--- src/rtl/led_gen_pkg.sv ---
// Shared mode/direction encodings and pattern seeds for the LED pattern generator.
package led_gen_pkg;

    typedef logic [1:0] led_mode_t;

    localparam led_mode_t MODE_FILL   = 2'd0;
    localparam led_mode_t MODE_RUN_L  = 2'd1;
    localparam led_mode_t MODE_BOUNCE = 2'd2;
    localparam led_mode_t MODE_COUNT  = 2'd3;

    localparam logic DIR_LEFT  = 1'b0;
    localparam logic DIR_RIGHT = 1'b1;

    // Seed pattern for a mode, at full 32-bit width; callers truncate to LED_W.
    function automatic logic [31:0] mode_seed(input led_mode_t m);
        logic [31:0] s;
        s = 32'd0;
        case (m)
            MODE_FILL:   s = 32'hFFFF_FFFF;
            MODE_RUN_L:  s = 32'd1;
            MODE_BOUNCE: s = 32'd1;
            MODE_COUNT:  s = 32'd0;
            default:     s = 32'd0;
        endcase
        return s;
    endfunction

endpackage

--- src/rtl/led_tick_div.sv ---
// Step divider: emits a one-cycle step every TICK_DIV enabled clocks; clr restarts the count.
module led_tick_div #(
    parameter int unsigned TICK_DIV = 25000000,
    parameter int unsigned CNT_W    = 25
) (
    input  logic clk,
    input  logic rst_n,
    input  logic en,
    input  logic clr,
    output logic step
);

    localparam logic [CNT_W-1:0] LAST = CNT_W'(TICK_DIV - 1);

    logic [CNT_W-1:0] r_cnt;
    logic             w_wrap;

    assign w_wrap = (r_cnt == LAST);

    always_ff @(posedge clk or negedge rst_n) begin
        if (!rst_n) begin
            r_cnt <= '0;
        end else if (clr) begin
            r_cnt <= '0;
        end else if (en) begin
            r_cnt <= w_wrap ? '0 : r_cnt + 1'b1;
        end
    end

    // A clear on the wrap edge suppresses the step: the mode change wins.
    assign step = en & ~clr & w_wrap;

endmodule

--- src/rtl/led_pattern_gen.sv ---
// LED pattern sequencer (fill / running light / bounce / count) with optional PWM dimming
// enabled by defining LED_GEN_PWM_EN.
module led_pattern_gen #(
    parameter int unsigned LED_W    = 4,
    parameter int unsigned TICK_DIV = 25000000,
    parameter int unsigned CNT_W    = 25
) (
    input  logic             clk,
    input  logic             rst_n,
    input  logic             en,
    input  logic [1:0]       mode,
`ifdef LED_GEN_PWM_EN
    input  logic [7:0]       duty,
`endif
    output logic [LED_W-1:0] led,
    output logic             tick,
    output logic             dir
);

    import led_gen_pkg::*;

    led_mode_t        r_mode;
    logic [LED_W-1:0] r_led;
    logic             r_dir;
    logic             r_tick;

    logic             w_mode_chg;
    logic             w_step;
    logic [LED_W-1:0] w_seed_new;
    logic [LED_W-1:0] w_seed_cur;
    logic [LED_W-1:0] w_led_next;
    logic             w_dir_next;
    logic             w_pwm_on;

    assign w_mode_chg = (mode != r_mode);
    assign w_seed_new = LED_W'(mode_seed(mode));
    assign w_seed_cur = LED_W'(mode_seed(r_mode));

    led_tick_div #(
        .TICK_DIV (TICK_DIV),
        .CNT_W    (CNT_W)
    ) u_div (
        .clk   (clk),
        .rst_n (rst_n),
        .en    (en),
        .clr   (w_mode_chg),
        .step  (w_step)
    );

    // Next pattern for a step; an all-zero led in a one-hot mode reloads the seed.
    always_comb begin
        w_led_next = r_led;
        w_dir_next = r_dir;
        case (r_mode)
            MODE_FILL: begin
                if (r_led == '0) w_led_next = '1;
                else             w_led_next = r_led << 1;
            end
            MODE_RUN_L: begin
                if (r_led == '0) w_led_next = w_seed_cur;
                else             w_led_next = {r_led[LED_W-2:0], r_led[LED_W-1]};
            end
            MODE_BOUNCE: begin
                if (r_led == '0) begin
                    w_led_next = w_seed_cur;
                    w_dir_next = DIR_LEFT;
                end else if (r_dir == DIR_LEFT) begin
                    w_led_next = r_led << 1;
                    if (w_led_next[LED_W-1]) w_dir_next = DIR_RIGHT;
                end else begin
                    w_led_next = r_led >> 1;
                    if (w_led_next[0]) w_dir_next = DIR_LEFT;
                end
            end
            MODE_COUNT: begin
                w_led_next = r_led + 1'b1;
            end
            default: begin
                w_led_next = r_led;
            end
        endcase
    end

    always_ff @(posedge clk or negedge rst_n) begin
        if (!rst_n) begin
            r_mode <= MODE_FILL;
            r_led  <= '1;
            r_dir  <= DIR_LEFT;
            r_tick <= 1'b0;
        end else if (w_mode_chg) begin
            r_mode <= mode;
            r_led  <= w_seed_new;
            r_dir  <= DIR_LEFT;
            r_tick <= 1'b0;
        end else begin
            r_tick <= w_step;
            if (w_step) begin
                r_led <= w_led_next;
                r_dir <= w_dir_next;
            end
        end
    end

`ifdef LED_GEN_PWM_EN
    logic [7:0] r_pwm_cnt;

    always_ff @(posedge clk or negedge rst_n) begin
        if (!rst_n) r_pwm_cnt <= '0;
        else        r_pwm_cnt <= r_pwm_cnt + 1'b1;
    end

    assign w_pwm_on = (r_pwm_cnt < duty);
`else
    assign w_pwm_on = 1'b1;
`endif

    genvar gi;
    generate
        for (gi = 0; gi < LED_W; gi++) begin : g_led_gate
            assign led[gi] = r_led[gi] & w_pwm_on;
        end
    endgenerate

    assign tick = r_tick;
    assign dir  = r_dir;

endmodule
--- config.mk ---
export PLATFORM = sky130hd
export DESIGN_NAME = led_pattern_gen
export DESIGN_NICKNAME = d
export VERILOG_FILES = /design/src/rtl/led_gen_pkg.sv /design/src/rtl/led_tick_div.sv /design/src/rtl/led_pattern_gen.sv
export SDC_FILE = /design/constraint.sdc
export NUM_CORES = 1
export LEC_CHECK = 0
export ABC_AREA = 1
export CAP_MARGIN = 20
export CORE_MARGIN = 5
export CORE_UTILIZATION = 58
export CTS_BUF_LIST = sky130_fd_sc_hd__clkbuf_8
export CTS_CLUSTER_DIAMETER = 100
export DETAILED_ROUTE_END_ITERATION = 8
export HOLD_SLACK_MARGIN = 0.08
export PLACE_DENSITY = 0.89
export SLEW_MARGIN = 0
export SYNTH_ARGS = -nofsm -noshare
export SYNTH_HDL_FRONTEND = slang
export SYNTH_SLANG_ARGS = --single-unit
--- constraint.sdc ---
create_clock -name clk -period 3.21 [get_ports clk]
set_input_delay 0.642 -clock clk [delete_from_list [all_inputs] [get_ports clk]]
set_output_delay 0.642 -clock clk [all_outputs]
set_load 0.01 [all_outputs]
== Yosys cells after proc, flatten, opt, wreduce, memory -nomap -nowiden ==
Index checks and enable logic that the tools add are counted.

* Register bits after elaboration: 33
* Input port bits: 5
* Output and inout port bits: 6

* Add/sub/neg operators: 2
* Equal/unequal tests: 8
* Multiplexer cells: 19
* Bitwise logic cells: 3
* Reductions and logical operators: 8

{| class="wikitable"
|+ Operators by type and width
! cell !! count
|-
| 25-bit two-way mux || 3
|-
| 25-bit by 1-bit adder with 25-bit output, second input constant || 1
|-
| 25-bit == test, second input constant || 1
|-
| 4-bit two-way mux || 6
|-
| 4-bit case mux with 4 select lines || 1
|-
| 4-bit case mux with 3 select lines || 1
|-
| 2-bit == test, second input constant || 4
|-
| 1-bit two-way mux || 8
|-
| 2-bit nonzero test || 3
|-
| 4-bit by 1-bit adder with 4-bit output, second input constant || 1
|-
| 2-bit by 1-bit == test with 1-bit output, second input constant || 2
|-
| 2-bit logical NOT || 2
|-
| 4-bit logical NOT || 1
|-
| 1-bit bitwise AND || 2
|-
| 2-bit != test || 1
|-
| 2-bit AND reduction || 1
|-
| 2-bit OR reduction || 1
|-
| 1-bit inverter || 1
|}

== Depth between registers and ports, before layout ==
* Word-level depth: 6
* Depth in mapped cells: 10
* Gate-level depth less buffers: 10

== Modules after synthesis ==
Synthesis repeated with hierarchy kept, for this count alone.

* Cells, all modules: 315
* Area, all modules: 2275.9 um2

{| class="wikitable"
|+ Modules (own cells, without submodules)
! module !! times used !! cells an instance !! area each (um2)
|-
| led_tick_div || 1 || 218 || 1612.8
|-
| led_pattern_gen || 1 || 97 || 663.1
|}

== Least setup slack after synthesis ==
Ideal clock, no wire load.

* Path kind: input to register
* Start: input port mode[0]
* End: register r_dir (netlist: dir)
* Setup time: 113 ps
* Arrival: 1432 ps
* Required time: 3097 ps
* Setup slack: 1666 ps
* Stages on the path: 8
* Path buffers: 0
* Path through: xnor2_1 -> nand2_2 -> nor2_8 -> nand3_2 -> nand2_2 -> nand2_1 -> nand2_1 -> inv_1

* Word-level cells in the longest chain between the ends: 6
* Elaborated cells between the ends (all ways): 8

{| class="wikitable"
|+ RTL lines
! what !! RTL line !! RTL
|-
| from (decl) || led_pattern_gen.sv:11 || <nowiki>input logic [1:0] mode,</nowiki>
|-
| 2-bit != test (*) || led_pattern_gen.sv:35 || <nowiki>assign w_mode_chg = (mode != r_mode);</nowiki>
|-
| 1-bit inverter || led_tick_div.sv:31 || <nowiki>assign step = en & ~clr & w_wrap;</nowiki>
|-
| 1-bit bitwise AND (2 in a row) || led_tick_div.sv:31 ||
|-
| 2-bit nonzero test (no source line) || - ||
|-
| 2-bit AND reduction (no source line) || - ||
|-
| to (signal assigned) || led_pattern_gen.sv:99 || <nowiki>r_dir <= w_dir_next;</nowiki>
|-
| to (decl) || led_pattern_gen.sv:24 || <nowiki>logic r_dir;</nowiki>
|}

Mark *: on every way between the ends. The rest lies on a longest branch, timed or not.
A chain may end at the register's enable or synchronous reset.

== Final worst setup path ==
* Start: register r_led[2] (netlist: led[2])
* End: output port led[2]

{| class="wikitable"
|+ RTL lines
! what !! RTL line !! RTL
|-
| from (decl) || led_pattern_gen.sv:23 || <nowiki>logic [LED_W-1:0] r_led;</nowiki>
|-
| from (signal assigned) || led_pattern_gen.sv:92 || <nowiki>r_led <= w_seed_new;</nowiki>
|-
| from (signal assigned) || led_pattern_gen.sv:98 || <nowiki>r_led <= w_led_next;</nowiki>
|-
| to (decl) || led_pattern_gen.sv:15 || <nowiki>output logic [LED_W-1:0] led,</nowiki>
|}

No word-level cell between the ends.

==> results.md <==
- Yosys cell types: 30
- Met2 Use GR: 0.368
- Post-synth top cells: 131 x nand2_1, 52 x nor2_1, 45 x inv_1
- Htree depth: 2
- Ant diodes: 0
- Fin. Hold Viols: 0
- Largest net degree at the start of global routing: 34
- Synth top area cells: dfrtp_1 30%, nand2_1 20%, nor2_1 8.0%, nand3_1 6.9%, inv_1 6.9%
- Worst Path Required: between 2000 and 3000 ps
- Dpl hpwl: 4550 µm
- Worst Tran Pin Value: ~430 ps
- IO Pins: 11
- Crit path launch type: flop
- Sequential-to-total area share from yosys stat: 0.339
- Worst path arrival time: around 1500 ps
- Drt first-iter violations: around 240
- Status: finished, final reports clean
- Kind of critical path: reg2out
- Crit path time final: 2090 ps
- Sink Count: 33
- Met1 usage: 0.330
- Drt total wl: 6060 µm
- Vias/cell: about 5.5
- Rel. slew slack: 0.711
- Cell Pwr Density: 337 nW/µm²
- Area grow syn2layout: 9.30%
- First-pass DRT Iterations: 5
- Dpl cell area: between 2000 and 3000 µm²
- CTS buffer count: 5
- Initial antenna violation count: 0
- Port bufs: 10
- Chip height: 75.0 µm
- Max Slew Vio Count: 0
- Unrepaired setup endpoints after global routing: false
- Initial Util: 0.604
- Detail Route Antenna Nets: 0
- TNS Setup: 0 ps
- Hold Crit Class: reg2reg
- Prevailing post-synth register cell: dfrtp_1
- Leakage power: approximately 0.0012 µW
- Worst Setup End Kind: output port
- Setup violators final: 0
- Post-Syn Area: between 2000 and 2500 µm²
- CTS Buffer Depth: 2
- Buf/Inv on CP: 1
- Crit path largest cell delay: approximately 610 ps
- Overall routing resource usage: 0.239
- Routed WL per cell: 13.6 µm
- Post-synth EDFFs: 0
- Highest ir drop seen on vdd: between 200 and 250 µV
- Die width: between 70 and 80 µm
- Slowest CP cell: dfstp_2
- Ys async rst share: 1.00
- Area leader, netlist: dfrtp_1
- Syn nets: between 300 and 400
- Total number of vias: approximately 2500
- Post-CTS setup buffer count: 0
- Met3 GRT Util: 0.0561
- CTS tree: built
- Crit-path leading delay family: flip-flops
- Number of synthesized register bits: 33
- Vias in the first global route: between 2000 and 2500
- Crit-path cells: clkdlybuf4s50_1
- Post-synth top area share: 0.296
- Most frequent cell after synthesis: nand2_1
- Mapped Cells: ~380
- Avg Cell Area, Syn: approximately 6.4 µm²
- First-pass GRT wire length: ~10000 µm
- Share of layout cells above drive strength 1: 0.0808
- Max-capacitance violation count: 0
- Total gr overflow: 0
- Design area: around 2700 µm²
- Clk slew on worst S/H paths: about 70 ps
- Nets: 403
- Drt drc: 0
- Final GP Congestion: around 0.95
- Crit share post-route: 0.652
- Die area: around 5600 µm²
- Core area: 4060 µm²
- Core Rows: 23
- Clk root buf: clkbuf_8
- Post-cts sizing count: 0
- # hold bufs at CTS: 0
- Setup Skew: between 10 and 15 ps
- Busiest grt layer: met2
- Worst-Skew Late Latency: just under 300 ps
- CP Max Fanout: 8
- Fmax: around 480 MHz
- Number of synthesis warnings: 0
## registers in the layout, indices dropped and copies added, names as in the netlist
signal / cells
tick: 1
r_mode: 2
led: 4
u_div.r_cnt: 25
dir: 1
## placed cells by master (no fill, tap or decap), types with 5 or more instances in the layout
cell type        instances
o21ai_0                  7
a21oi_1                  5
clkbuf_8                 5
xor2_1                   7
nor3_1                   5
nor2_2                   5
o22ai_1                  6
inv_1                   48
nand2_2                  6
dfrtp_1                 29
nand2_1                131
nor2_1                  52
clkdlybuf4s50_1         10
nand4_1                 14
nand3_1                 34
## power breakdown
group	internal [µW]	leakage [µW]	switching (µW)
Sequential	434	0.000442	22.2
Clock	145	0.0000519	156
Combinational	53.5	0.000748	93.0
## cells by family after synthesis
family,share of synthesized area
buf+inv,0.0843
simple gates,0.459
xor+xnor,0.0358
compound gates,0.0664
flops,0.339
fa+ha+maj,0.0153
## cell type report
type                       instances  area, µm²
fill                             362       1380
clock buffer                       5       68.8
clock inverter                     3       11.3
tap                               50       62.6
inverter                          49        184
sequential                        33        831
timing repair buffer              11        108
multi-input combinational        295       1410
## per-stage QoR
step           worst slack [ps]  total power [µW]  utilization  hold WS (ps)  cells
6_report                   1120               903        0.660           509    446
5_1_grt                    1040               950        0.660           524    446
4_1_cts                    1110               906        0.660           511    446
3_5_place_dp                901               608        0.640           503    438
3_3_place_gp                954               605        0.640           497    438
2_1_floorplan              1670               552            -           346    381
## routing by layer
layer,up-vias,wire (µm),part of all wire
met4,0,139,0.023
met1,1098,2770,0.46
met2,95,2650,0.44
met5,-,0,0
li1,1239,-,-
met3,18,500,0.083
## final timing paths
| path | startpoint | endpoint | slack (ps) | cells after the start |
|---|---|---|---|---|
| min | led[3]$_DFFE_PN1P_ | led[3]$_DFFE_PN1P_ | 510 | 2 |
| min in group asynchronous | rst_n | u_div.r_cnt[2]$_DFFE_PN0P_ | 750 | 2 |
| max in group asynchronous | rst_n | led[3]$_DFFE_PN1P_ | 2120 | 2 |
| min reg2reg | led[3]$_DFFE_PN1P_ | led[3]$_DFFE_PN1P_ | 510 | 2 |
| max | led[2]$_DFFE_PN1P_ | led[2] | 1120 | 1 |
| max reg2reg | u_div.r_cnt[0]$_DFFE_PN0P_ | u_div.r_cnt[24]$_DFFE_PN0P_ | 1280 | 8 |
(Power assumes the default switching activity.)
